[config.mk]
export PLATFORM = sky130hd
export DESIGN_NAME = branch_cmp
export DESIGN_NICKNAME = d
export VERILOG_FILES = /design/src/rtl/branch_cmp.sv
export SDC_FILE = /design/constraint.sdc
export NUM_CORES = 1
export LEC_CHECK = 0
export ABC_AREA = 1
export CORE_MARGIN = 10
export CORE_UTILIZATION = 35
export CTS_BUF_LIST = sky130_fd_sc_hd__clkbuf_4 sky130_fd_sc_hd__clkbuf_8 sky130_fd_sc_hd__clkbuf_16
export CTS_CLUSTER_DIAMETER = 100
export DETAILED_ROUTE_END_ITERATION = 16
export PLACE_DENSITY = 0.59
export RECOVER_POWER = 100
export SYNTH_ARGS = -nofsm -noshare
export SYNTH_HDL_FRONTEND = slang
export SYNTH_SLANG_ARGS = --single-unit
[constraint.sdc]
create_clock -name clk -period 2.4 [get_ports clk]
set_input_delay 0.24 -clock clk [delete_from_list [all_inputs] [get_ports clk]]
set_output_delay 0.24 -clock clk [all_outputs]
set_load 0.005 [all_outputs]
[src/rtl/branch_cmp.sv]
// ---------------------------------------------------------------------------
// branch_cmp
//
// Multi-cycle comparator producing the five RISC-V style branch flags for an
// operand pair. Operands are captured on an in_valid/in_ready handshake, then
// scanned CHUNK bits at a time starting from the most significant chunk; the
// scan stops at the first differing chunk, so latency depends on where the
// operands first differ. Results are held until out_valid/out_ready.
//
// Optional build: define BRANCH_CMP_FAST_EN to compare the whole word in a
// single SCAN cycle (latency always 1, no chunk index counter).
//
// Parameters
//   XLEN   operand width in bits
//   CHUNK  bits compared per scan cycle (XLEN must be a multiple of CHUNK)
//
// Ports
//   clk        clock, rising edge
//   rst_n      asynchronous active-low reset
//   in_valid   operand pair presented
//   in_ready   block is idle and accepts an operand pair
//   rs1, rs2   operands
//   flush      synchronous abort; dominates every other input
//   out_valid  flags valid
//   out_ready  consumer takes the flags
//   eq         rs1 == rs2
//   ge, less   signed rs1 >= rs2 / rs1 < rs2
//   ge_u       unsigned rs1 >= rs2
//   less_u     unsigned rs1 < rs2
// ---------------------------------------------------------------------------
module branch_cmp #(
    parameter int XLEN  = 32,
    parameter int CHUNK = 8
) (
    input  logic            clk,
    input  logic            rst_n,
    input  logic            in_valid,
    output logic            in_ready,
    input  logic [XLEN-1:0] rs1,
    input  logic [XLEN-1:0] rs2,
    input  logic            flush,
    output logic            out_valid,
    input  logic            out_ready,
    output logic            eq,
    output logic            ge,
    output logic            less,
    output logic            ge_u,
    output logic            less_u
);

    typedef enum logic [1:0] {
        IDLE = 2'd0,
        SCAN = 2'd1,
        DONE = 2'd2
    } state_t;

    state_t          state_reg,  state_next;
    logic [XLEN-1:0] rs1_reg,    rs1_next;
    logic [XLEN-1:0] rs2_reg,    rs2_next;
    logic            eq_reg,     eq_next;
    logic            less_reg,   less_next;
    logic            less_u_reg, less_u_next;

    // Sign bits of the captured operands. When they differ the signed order
    // is decided by the sign alone; otherwise it equals the unsigned order.
    logic sign_differs;
    assign sign_differs = rs1_reg[XLEN-1] ^ rs2_reg[XLEN-1];

`ifndef BRANCH_CMP_FAST_EN
    localparam int N     = XLEN / CHUNK;
    localparam int IDX_W = (N > 1) ? $clog2(N) : 1;

    logic [IDX_W-1:0] idx_reg, idx_next;

    // Chunk views of the captured operands, selected by the scan index.
    logic [CHUNK-1:0] chunks1 [N];
    logic [CHUNK-1:0] chunks2 [N];
    logic [CHUNK-1:0] chunk1;
    logic [CHUNK-1:0] chunk2;

    for (genvar gi = 0; gi < N; gi++) begin : g_chunk
        assign chunks1[gi] = rs1_reg[gi*CHUNK +: CHUNK];
        assign chunks2[gi] = rs2_reg[gi*CHUNK +: CHUNK];
    end

    assign chunk1 = chunks1[idx_reg];
    assign chunk2 = chunks2[idx_reg];
`endif

    // ------------------------------------------------------------------
    // State register
    // ------------------------------------------------------------------
    always_ff @(posedge clk or negedge rst_n) begin
        if (!rst_n) begin
            state_reg  <= IDLE;
            rs1_reg    <= '0;
            rs2_reg    <= '0;
            eq_reg     <= 1'b0;
            less_reg   <= 1'b0;
            less_u_reg <= 1'b0;
`ifndef BRANCH_CMP_FAST_EN
            idx_reg    <= '0;
`endif
        end else begin
            state_reg  <= state_next;
            rs1_reg    <= rs1_next;
            rs2_reg    <= rs2_next;
            eq_reg     <= eq_next;
            less_reg   <= less_next;
            less_u_reg <= less_u_next;
`ifndef BRANCH_CMP_FAST_EN
            idx_reg    <= idx_next;
`endif
        end
    end

    // ------------------------------------------------------------------
    // Next-state logic
    // ------------------------------------------------------------------
    always_comb begin
        state_next  = state_reg;
        rs1_next    = rs1_reg;
        rs2_next    = rs2_reg;
        eq_next     = eq_reg;
        less_next   = less_reg;
        less_u_next = less_u_reg;
`ifndef BRANCH_CMP_FAST_EN
        idx_next    = idx_reg;
`endif

        case (state_reg)
            IDLE: begin
                if (in_valid) begin
                    rs1_next   = rs1;
                    rs2_next   = rs2;
`ifndef BRANCH_CMP_FAST_EN
                    idx_next   = IDX_W'(N - 1);
`endif
                    state_next = SCAN;
                end
            end

            SCAN: begin
`ifdef BRANCH_CMP_FAST_EN
                eq_next     = (rs1_reg == rs2_reg);
                less_u_next = (rs1_reg <  rs2_reg);
                less_next   = sign_differs ? rs1_reg[XLEN-1]
                                           : (rs1_reg < rs2_reg);
                state_next  = DONE;
`else
                if (chunk1 != chunk2) begin
                    // First difference from the top decides the order.
                    eq_next     = 1'b0;
                    less_u_next = (chunk1 < chunk2);
                    less_next   = sign_differs ? rs1_reg[XLEN-1]
                                               : (chunk1 < chunk2);
                    state_next  = DONE;
                end else if (idx_reg == '0) begin
                    eq_next     = 1'b1;
                    less_u_next = 1'b0;
                    less_next   = 1'b0;
                    state_next  = DONE;
                end else begin
                    idx_next    = idx_reg - IDX_W'(1);
                end
`endif
            end

            DONE: begin
                if (out_ready) begin
                    eq_next     = 1'b0;
                    less_next   = 1'b0;
                    less_u_next = 1'b0;
                    state_next  = IDLE;
                end
            end

            default: begin
                state_next = IDLE;
            end
        endcase

        // Abort wins over accept, scan progress and the output handshake.
        if (flush) begin
            state_next  = IDLE;
            rs1_next    = rs1_reg;
            rs2_next    = rs2_reg;
            eq_next     = 1'b0;
            less_next   = 1'b0;
            less_u_next = 1'b0;
`ifndef BRANCH_CMP_FAST_EN
            idx_next    = idx_reg;
`endif
        end
    end

    // ------------------------------------------------------------------
    // Outputs. The ge flags are the complements of the less flags only
    // while a result is presented, so they read 0 otherwise.
    // ------------------------------------------------------------------
    assign in_ready  = (state_reg == IDLE);
    assign out_valid = (state_reg == DONE);
    assign eq        = eq_reg;
    assign less      = less_reg;
    assign less_u    = less_u_reg;
    assign ge        = out_valid & ~less_reg;
    assign ge_u      = out_valid & ~less_u_reg;

endmodule
==> results.toml, run 1 <==
[floorplan]
die_h_um = 121
row_count = 36
die_w_um = 121
core-area_um2 = 9820
io_pins = 76
die-area_um2 = 14500
start_util_pct = 36.0

[finish]
drive_gt1_share_pct = 14.0
areaGrowthSynthToFinish_pct = 28.2
antenna_cells = 0
fillers = 1000
multi_input_area_um2 = 1490
nets = 467
seqCellArea_um2 = 1780

[global_routing]
overflow = 0
track_usage_pct = 11.8
antenna_found_initial = 0
grt_max_degree = 43
grt_pass1_vias = 2684
grt_pass1_wl_um = 13700

[synthesis]
synth_top_area_share_pct = 50.2
ys_seq_area_share_pct = 50.2
ys_async_sr_fraction_pct = 100
synth_most_common_cell = "dfrtp_1"
synth_cells = 310
synthesis.area_um2 = 3540
yosys.area.top_type = "dfrtp_1"
synth_area_leaders = "dfrtp_1, mux2_4, mux2_2"
ys_types = 23
avgSynthCellArea_um2 = 11.4
yosysWarningCount = 0
ys_top_cells_by_count = "dfrtp_1, nand2_1, mux2_4"
synth_ff_type = "dfrtp_1"
syn-num-nets = 388
synth_edf_count = 0
ys_ff_latch = 71

[route]
totalWireLength_um = 8400
wl_per_cell_um = 15.9
first_pass_iters = 4
drc = 0
drt-initial-drc-count = 124
final_antenna_net_count = 0
vias = 2519
routed_via_density = 4.78

[worst_setup_path]
worst_setup_path_end_kind = "register"
reg2reg_depth = 10
cp.required_ps = 2630
crit_arrival_ps = 2400
crit_type = "reg -> reg"
worstSetupStartpointType = "register"
critical_path_peak_fanout = 36

[outcome]
violations = "max-capacitance violations, max-slew violations"
status = "finished, violations left"

[cts]
clock_sinks = 71
cts_tree = "built"
clockBufferDepth = 2
clk_latency_ps = 340
path_clk_slew_ps = 80
cts_root_buffer = "clkbuf_8"
postCtsSetupBuffers = 0
cts_buffers = 9
htreeDepth = 3

[placement]
io_buffers = 75
dp_hpwl_um = 6280
gp_congestion = 0.804

[sta]
period_needed_ps = 2170
period_share_pct = 90.5
hold_viol_final = 0
maxSlewHeadroom_pct = -4.27
finalSetupTns_ps = 0
rsz0062_at_grt = "false"
fin_skew_ps = 9.13
slew_viol_final = 25
fmax_ghz = 0.460
whs_ps = 488
max_slew.worst_pin.slew_ps = 1560
setup_viol = 0

[power]
seqPwrFrac_pct = 43.3
p_switching_uw = 1160
p_leak_uw = 0.00197
clkPwrFrac_pct = 27.1
max-vdd-ir-drop_uv = 451
intPower_uw = 2590
combPwrFrac_pct = 29.6
p_sw_share_pct = 30.9
p_per_area_nw_per_um2 = 825

[worst_hold_path]
holdPathStages = 2
hp-class = "in -> reg"

[job]
cap_violations = 1
## placed cells by master, fill, tap and decap left out, types with 4 or more instances in the layout
| cell | n |
|---|---|
| mux2_2 | 26 |
| clkbuf_8 | 12 |
| clkdlybuf4s50_1 | 67 |
| o21ai_0 | 17 |
| a32o_1 | 7 |
| inv_1 | 10 |
| nor2_1 | 30 |
| dlygate4sd3_1 | 8 |
| nand2_1 | 49 |
| ha_1 | 9 |
| a21oi_1 | 12 |
| o22ai_1 | 8 |
| dfrtp_1 | 71 |
| nand3_1 | 4 |
| mux2_1 | 37 |
| o21ai_1 | 5 |
## worst max-delay path, cell delays in order, from the launching register on
cell and delay [ps]:
dfrtp_1 430, inv_2 90, buf_12 190, nand2_1 80, a32o_1 240, ha_1 300, nand2_1 80, nor2_2 170
nand4_1 210, nand3b_1 210, o21ai_0 90
## per-stage QoR
stage          cell area, um^2  setup WS, ps  cells  utilization, %  power [uW]
3_5_place_dp              4470           148    510            45.5        2900
5_1_grt                   4540          20.5    527            46.2        4020
3_3_place_gp              4470           221    510            45.5        2870
2_1_floorplan             3540           283    310               -        2450
4_1_cts                   4690           143    527            47.8        3930
6_report                  4540           228    527            46.2        3750
## path summary, 6_finish.rpt
path	start	slack, ps	to
setup / recovery	idx_reg[0]$_DFFE_PN0P_	230	eq$_DFFE_PN0P_
max in group asynchronous	rst_n	360	rs1_reg[30]$_DFFE_PN0P_
hold / removal	rs1[9]	490	rs1_reg[9]$_DFFE_PN0P_
setup reg to reg	idx_reg[0]$_DFFE_PN0P_	230	eq$_DFFE_PN0P_
hold reg to reg	rs1_reg[10]$_DFFE_PN0P_	500	rs1_reg[10]$_DFFE_PN0P_
min in group asynchronous	rst_n	810	rs2_reg[25]$_DFFE_PN0P_
## final cells by class
| cell class | count | area share, % |
|---|---|---|
| Tap cell | 133 | 3.67 |
| Inverter | 12 | 1.05 |
| Sequential cell | 71 | 39.1 |
| Clock inverter | 4 | 1.13 |
| Clock buffer | 12 | 3.64 |
| Timing Repair Buffer | 84 | 18.6 |
| Multi-Input combinational cell | 211 | 32.7 |
## cell families (layout without fill, tap and decap cells)
logic type	count (synthesis)	in the layout	synth area share, %
compound gates	50	50	8.41
flops	71	71	50.2
fa+ha+maj	9	9	3.18
buf+inv	28	112	4.17
mux	63	63	24.0
simple gates	89	89	10.1
## power by group through the flow
stage	Clock, uW	Sequential, uW	Combinational, uW
6_report	1020	1620	1110
5_1_grt	1090	1650	1270
4_1_cts	1050	1630	1250
3_5_place_dp	0	1650	1250
3_3_place_gp	0	1650	1220
2_1_floorplan	0	1580	875
## routing by layer
layer | track usage (%) | vias up | routed length, um
met2 | 18.2 | 58 | 3910
met3 | 4.00 | 6 | 448
met4 | 3.17 | 0 | 68
met1 | 15.4 | 1216 | 3970
li1 | - | 1239 | -
met5 | 0 | - | 0
## what timing repair did
| item | CTS | global route |
|---|---|---|
| hold buffers | 1 | 0 |
| resized for setup | 0 | 4 |
| endpoints found under the setup margin | 0 | 6 |
| hold endpoints to repair | 24 | 0 |
(Power assumes the default switching activity.)
==> run 2: changes to the inputs <==
--- a/config.mk
+++ b/config.mk
@@ -6,6 +6,7 @@
 export NUM_CORES = 1
 export LEC_CHECK = 0
 export ABC_AREA = 1
+export CORE_ASPECT_RATIO = 0.6
 export CORE_MARGIN = 10
 export CORE_UTILIZATION = 35
 export CTS_BUF_LIST = sky130_fd_sc_hd__clkbuf_4 sky130_fd_sc_hd__clkbuf_8 sky130_fd_sc_hd__clkbuf_16
==> run 2 against run 1 <==
  * The flow now finishes without violations
  * Power rose by 9.1%
  * Flip-flop and latch count is the same
  * Sequential power about the same
  * Hold slack improved by 5.8 ps
  * Maximum frequency fell by 1.5%
==> results.toml, run 2 (synthesized netlist as in run 1, its figures left out) <==
[power]
p_switching_uw = 1220
seqPwrFrac_pct = 40.4
p_sw_share_pct = 29.9
p_leak_uw = 0.00204
intPower_uw = 2860
p_per_area_nw_per_um2 = 884
combPwrFrac_pct = 28.2
clkPwrFrac_pct = 31.4
max-vdd-ir-drop_uv = 394
p_total_uw = 4090

[finish]
areaGrowthSynthToFinish_pct = 30.6
final_cell_mix = "dfrtp_1, clkdlybuf4s50_1, nand2_1"
final_common_cell = "dfrtp_1"
fin_cells = 530
antenna_cells = 0
nets = 469
fillers = 914
drive_gt1_share_pct = 16.2

[cts]
cts_tree = "built"
postCtsSetupBuffers = 0
clk_latency_ps = 340
path_clk_slew_ps = 60
cts_buffers = 9
htreeDepth = 3
clockBufferDepth = 2
clock_sinks = 71
cts_root_buffer = "clkbuf_16"

[global_routing]
antenna_found_initial = 0
grt_max_degree = 44
grt_pass1_vias = 2705
overflow = 0
track_usage_pct = 12.7
grt_pass1_wl_um = 14600

[route]
totalWireLength_um = 8980
wl_per_cell_um = 16.9
drc = 0
first_pass_iters = 4
vias = 2561
final_antenna_net_count = 0
routed_via_density = 4.83
drt-initial-drc-count = 136

[floorplan]
core-area_um2 = 9840
die-area_um2 = 14700
row_count = 28
die_h_um = 97.9
die_w_um = 150
io_pins = 76
start_util_pct = 36.0

[sta]
maxSlewHeadroom_pct = 11.8
setup_viol = 0
hold_viol_final = 0
period_needed_ps = 2210
slew_viol_final = 0
period_share_pct = 91.9
fin_skew_ps = 3.66
finalSetupTns_ps = 0
fmax_ghz = 0.453
max_slew.worst_pin.slew_ps = 1320

[worst_setup_path]
worstSetupStartpointType = "register"
worst_setup_path_end_kind = "register"
crit_arrival_ps = 2480
critical_path_peak_fanout = 22
crit_type = "reg -> reg"
cp.required_ps = 2680

[placement]
dp_hpwl_um = 6730
place_inst = 514
gp_congestion = 0.847
io_buffers = 75

[job]
cap_violations = 0

[worst_hold_path]
hp-class = "in -> reg"

[outcome]
status = "completed"
## run 2: cell count changes in the layout (fill, tap and decap cells not counted), moves of 2 or more
cell / before / now
buf_12: 3 / 1
buf_4: 3 / 5
clkbuf_16: 0 / 9
clkbuf_4: 0 / 4
clkbuf_8: 12 / 3
mux2_1: 37 / 32
mux2_4: 0 / 5
## run 2: worst paths after layout
kind                                         from                       to  depth (start not counted)  slack (ps)
max in group asynchronous                   rst_n   rs1_reg[6]$_DFFE_PN0P_                          3         420
hold reg to reg                    eq$_DFFE_PN0P_           eq$_DFFE_PN0P_                          2         500
setup / recovery           idx_reg[0]$_DFFE_PN0P_         less$_DFFE_PN0P_                         11         190
hold / removal                            rs2[31]  rs2_reg[31]$_DFFE_PN0P_                          3         490
min in group asynchronous                   rst_n  rs2_reg[30]$_DFFE_PN0P_                          2         740
setup reg to reg           idx_reg[0]$_DFFE_PN0P_         less$_DFFE_PN0P_                         11         190
## run 2: worst max-delay path, stage by stage, from the launching register on
cell and delay (ps):
dfrtp_2 440, inv_2 150, buf_12 170, nand2_1 60
a32o_1 230, ha_1 290, nand2_1 70, nor2_2 170
nand4_1 210, nand3b_1 210, nand2_1 80, nand2_1 70
## run 2: repair_timing
action,CTS,global route
hold buffers,1,0
hold endpoints to repair,21,0
resized for setup,0,5
setup endpoints to repair,0,5
## run 2: final cells by class
cell class,count,area (um^2),area share (%)
well taps,135,169,3.65
flip-flops and latches,71,1780,38.4
inverters,12,46.3,1.00
clock buffers,15,289,6.25
repair buffers,86,835,18.0
multi-input cells,211,1510,32.6
## run 2: stage by stage
stage / area, um^2 / hold WS [ps] / setup WS (ps) / utilization [%]
floorplan: 3540 / -55.6 / 283 / -
global placement: 4470 / 272 / 245 / 45.4
detailed placement: 4470 / 265 / 172 / 45.4
CTS: 4770 / 457 / 151 / 48.5
global route: 4620 / 498 / -21.6 / 47.0
finish: 4620 / 494 / 194 / 47.0
## run 2: metal layers
layer	part of all wire [%]	wire [um]	track usage, %
met1	52	4630	18.3
met4	0.66	59	3.57
met3	7.4	660	5.35
met2	40	3630	16.6
met5	0	0	0
## run 2: power by group through the flow
stage	logic, uW	clock network (uW)	registers (uW)
floorplan	875	0	1580
global placement	1230	0	1670
detailed placement	1260	0	1660
CTS	1270	1310	1650
global route	1310	1370	1680
finish	1150	1280	1650
==> run 3: changes to the inputs <==
--- a/config.mk
+++ b/config.mk
@@ -12,7 +12,7 @@
 export CTS_BUF_LIST = sky130_fd_sc_hd__clkbuf_4 sky130_fd_sc_hd__clkbuf_8 sky130_fd_sc_hd__clkbuf_16
 export CTS_CLUSTER_DIAMETER = 100
 export DETAILED_ROUTE_END_ITERATION = 16
-export PLACE_DENSITY = 0.59
+export PLACE_DENSITY = 0.61
 export RECOVER_POWER = 100
 export SYNTH_ARGS = -nofsm -noshare
 export SYNTH_HDL_FRONTEND = slang
==> constraint.sdc (replaced) <==
create_clock -name clk -period 2 [get_ports clk]
set_input_delay 0.2 -clock clk [delete_from_list [all_inputs] [get_ports clk]]
set_output_delay 0.2 -clock clk [all_outputs]
set_load 0.005 [all_outputs]
==> run 3 against run 2 <==
  * The run now ends with negative setup slack left
  * Cell count increased by 2.8%
  * Routed wire length up 6.1%
  * Power grew 34%
  * Flip-flop and latch count stayed put
  * Register-to-register slack worse by 380 ps
  * Cell area rose by 6.7%
  * Via count increased by 3.7%
  * Hold slack worse by 42 ps
  * Utilization up 3.1 points
  * Setup slack lost 380 ps
  * Clock-buffer cell count down 5
==> results.toml, run 3 (synthesized netlist as in run 1, its figures left out) <==
[outcome]
status = "finished, violations left"
violations = "negative setup slack"

[route]
first_pass_iters = 4
drt-initial-drc-count = 159
wl_per_cell_um = 17.5
vias = 2655
drc = 0
routed_via_density = 4.87
final_antenna_net_count = 0
totalWireLength_um = 9520

[placement]
dp_slack_ps = -219
gp_congestion = 0.808
io_buffers = 75
dp_hpwl_um = 6730

[sta]
worst_slack_ps = -183
fin_skew_ps = 6.03
hold_viol_final = 0
max_slew.worst_pin.slew_ps = 909
rsz0062_at_grt = "true"
maxSlewHeadroom_pct = 39.4
period_needed_ps = 2180
period_share_pct = 109
slew_viol_final = 0
setup_viol = 7
fmax_ghz = 0.458

[finish]
areaGrowthSynthToFinish_pct = 39.3
drive_gt1_share_pct = 25.6
multi_input_area_um2 = 1650
fillers = 897
seqCellArea_um2 = 1780
antenna_cells = 0
final_common_cell = "dfrtp_1"
final_cell_mix = "dfrtp_1, clkdlybuf4s50_1, nand2_1"
nets = 483

[worst_hold_path]
hp-class = "in -> reg"

[cts]
htreeDepth = 3
cts_root_buffer = "clkbuf_16"
clock_sinks = 71
path_clk_slew_ps = 50
clockBufferDepth = 2
clk_latency_ps = 340
cts_buffers = 9
cts_tree = "built"

[global_routing]
grt_max_degree = 38
overflow = 0
track_usage_pct = 13.2
grt_use_met3_pct = 6.22
antenna_found_initial = 0
grt_pass1_wl_um = 15200
grt_pass1_vias = 2724
grt.busiest_layer = "met1"
use_met1_pct = 19.2
grt_util_met2_pct = 16.9

[power]
p_sw_share_pct = 30.5
p_per_area_nw_per_um2 = 1110
combPwrFrac_pct = 32.4
p_total_uw = 5480
seqPwrFrac_pct = 35.9
p_leak_uw = 0.00219
max-vdd-ir-drop_uv = 482
intPower_uw = 3810
p_switching_uw = 1670
clkPwrFrac_pct = 31.6

[floorplan]
die_h_um = 97.9
die_w_um = 150
io_pins = 76
start_util_pct = 36.0
row_count = 28
core-area_um2 = 9840
die-area_um2 = 14700

[worst_setup_path]
crit_arrival_ps = 2440
cp.required_ps = 2260
worstSetupStartpointType = "register"
crit_type = "reg -> reg"
critical_path_peak_fanout = 5
worst_setup_path_end_kind = "register"

[job]
cap_violations = 0
-- run 3: through the flow --
step	cells	util (%)	TNS [ps]	hold WS, ps	instance area, um^2
after global placement	519	45.9	-521	273	4510
after CTS	542	50.4	-475	439	4960
after floorplan	310	-	0	-95.6	3550
final	545	50.1	-962	452	4930
after detailed placement	519	45.9	-1100	277	4510
after global routing	545	50.1	-1810	445	4930
-- run 3: what timing repair did --
action / in CTS / in global routing
gates resized for setup: 18 / 30
cloned: 1 / 0
buffers inserted: 5 / 5
endpoints found under the hold margin: 71 / 0
pin swaps: 5 / 21
hold buffers: 1 / 0
setup endpoints to repair: 7 / 7
-- run 3: layout make-up --
class	instances	share of cell area (%)
well taps	135	3.42
multi-input cells	211	33.5
repair buffers	100	19.6
flip-flops and latches	71	36.0
clock inverters	6	1.70
clock buffers	10	4.85
inverters	12	0.964
-- run 3: power groups by stage --
stage          sequential, uW  clock [uW]  combinational (uW)
2_1_floorplan            1890           0                1070
3_3_place_gp             1990           0                1550
3_5_place_dp             1980           0                1570
4_1_cts                  1970        1780                1780
5_1_grt                  2000        1840                1980
6_report                 1970        1730                1780
-- run 3: critical path, cell delays in order (launching register included) --
cell     delay (ps)
dfrtp_1         400
buf_4           150
buf_4           140
o21ai_1         130
o22ai_1         130
ha_1            330
nand2_2          90
nor2_4          130
nand4_1         210
nand2_2         200
o21ai_1         110
o21ai_1          90
-- run 3: per-layer routing --
metal  routed length, um  up-vias
met4                  85        0
met3                 769        7
met1                4620     1297
met5                   0        -
li1                    -     1270
met2                4050       81
-- run 3: final timing paths --
kind / cells after the start / to / startpoint / slack (ps)
min in group asynchronous: 3 / rs1_reg[20]$_DFFE_PN0P_ / rst_n / 620
setup reg to reg: 11 / idx_reg[0]$_DFFE_PN0P_ / idx_reg[0]$_DFFE_PN0P_ / -180
hold reg to reg: 1 / rs1_reg[10]$_DFFE_PN0P_ / rs1_reg[10]$_DFFE_PN0P_ / 500
hold / removal: 2 / rs1_reg[11]$_DFFE_PN0P_ / rs1[11] / 450
setup / recovery: 11 / idx_reg[0]$_DFFE_PN0P_ / idx_reg[0]$_DFFE_PN0P_ / -180
max in group asynchronous: 3 / rs2_reg[18]$_DFFE_PN0P_ / rst_n / 770
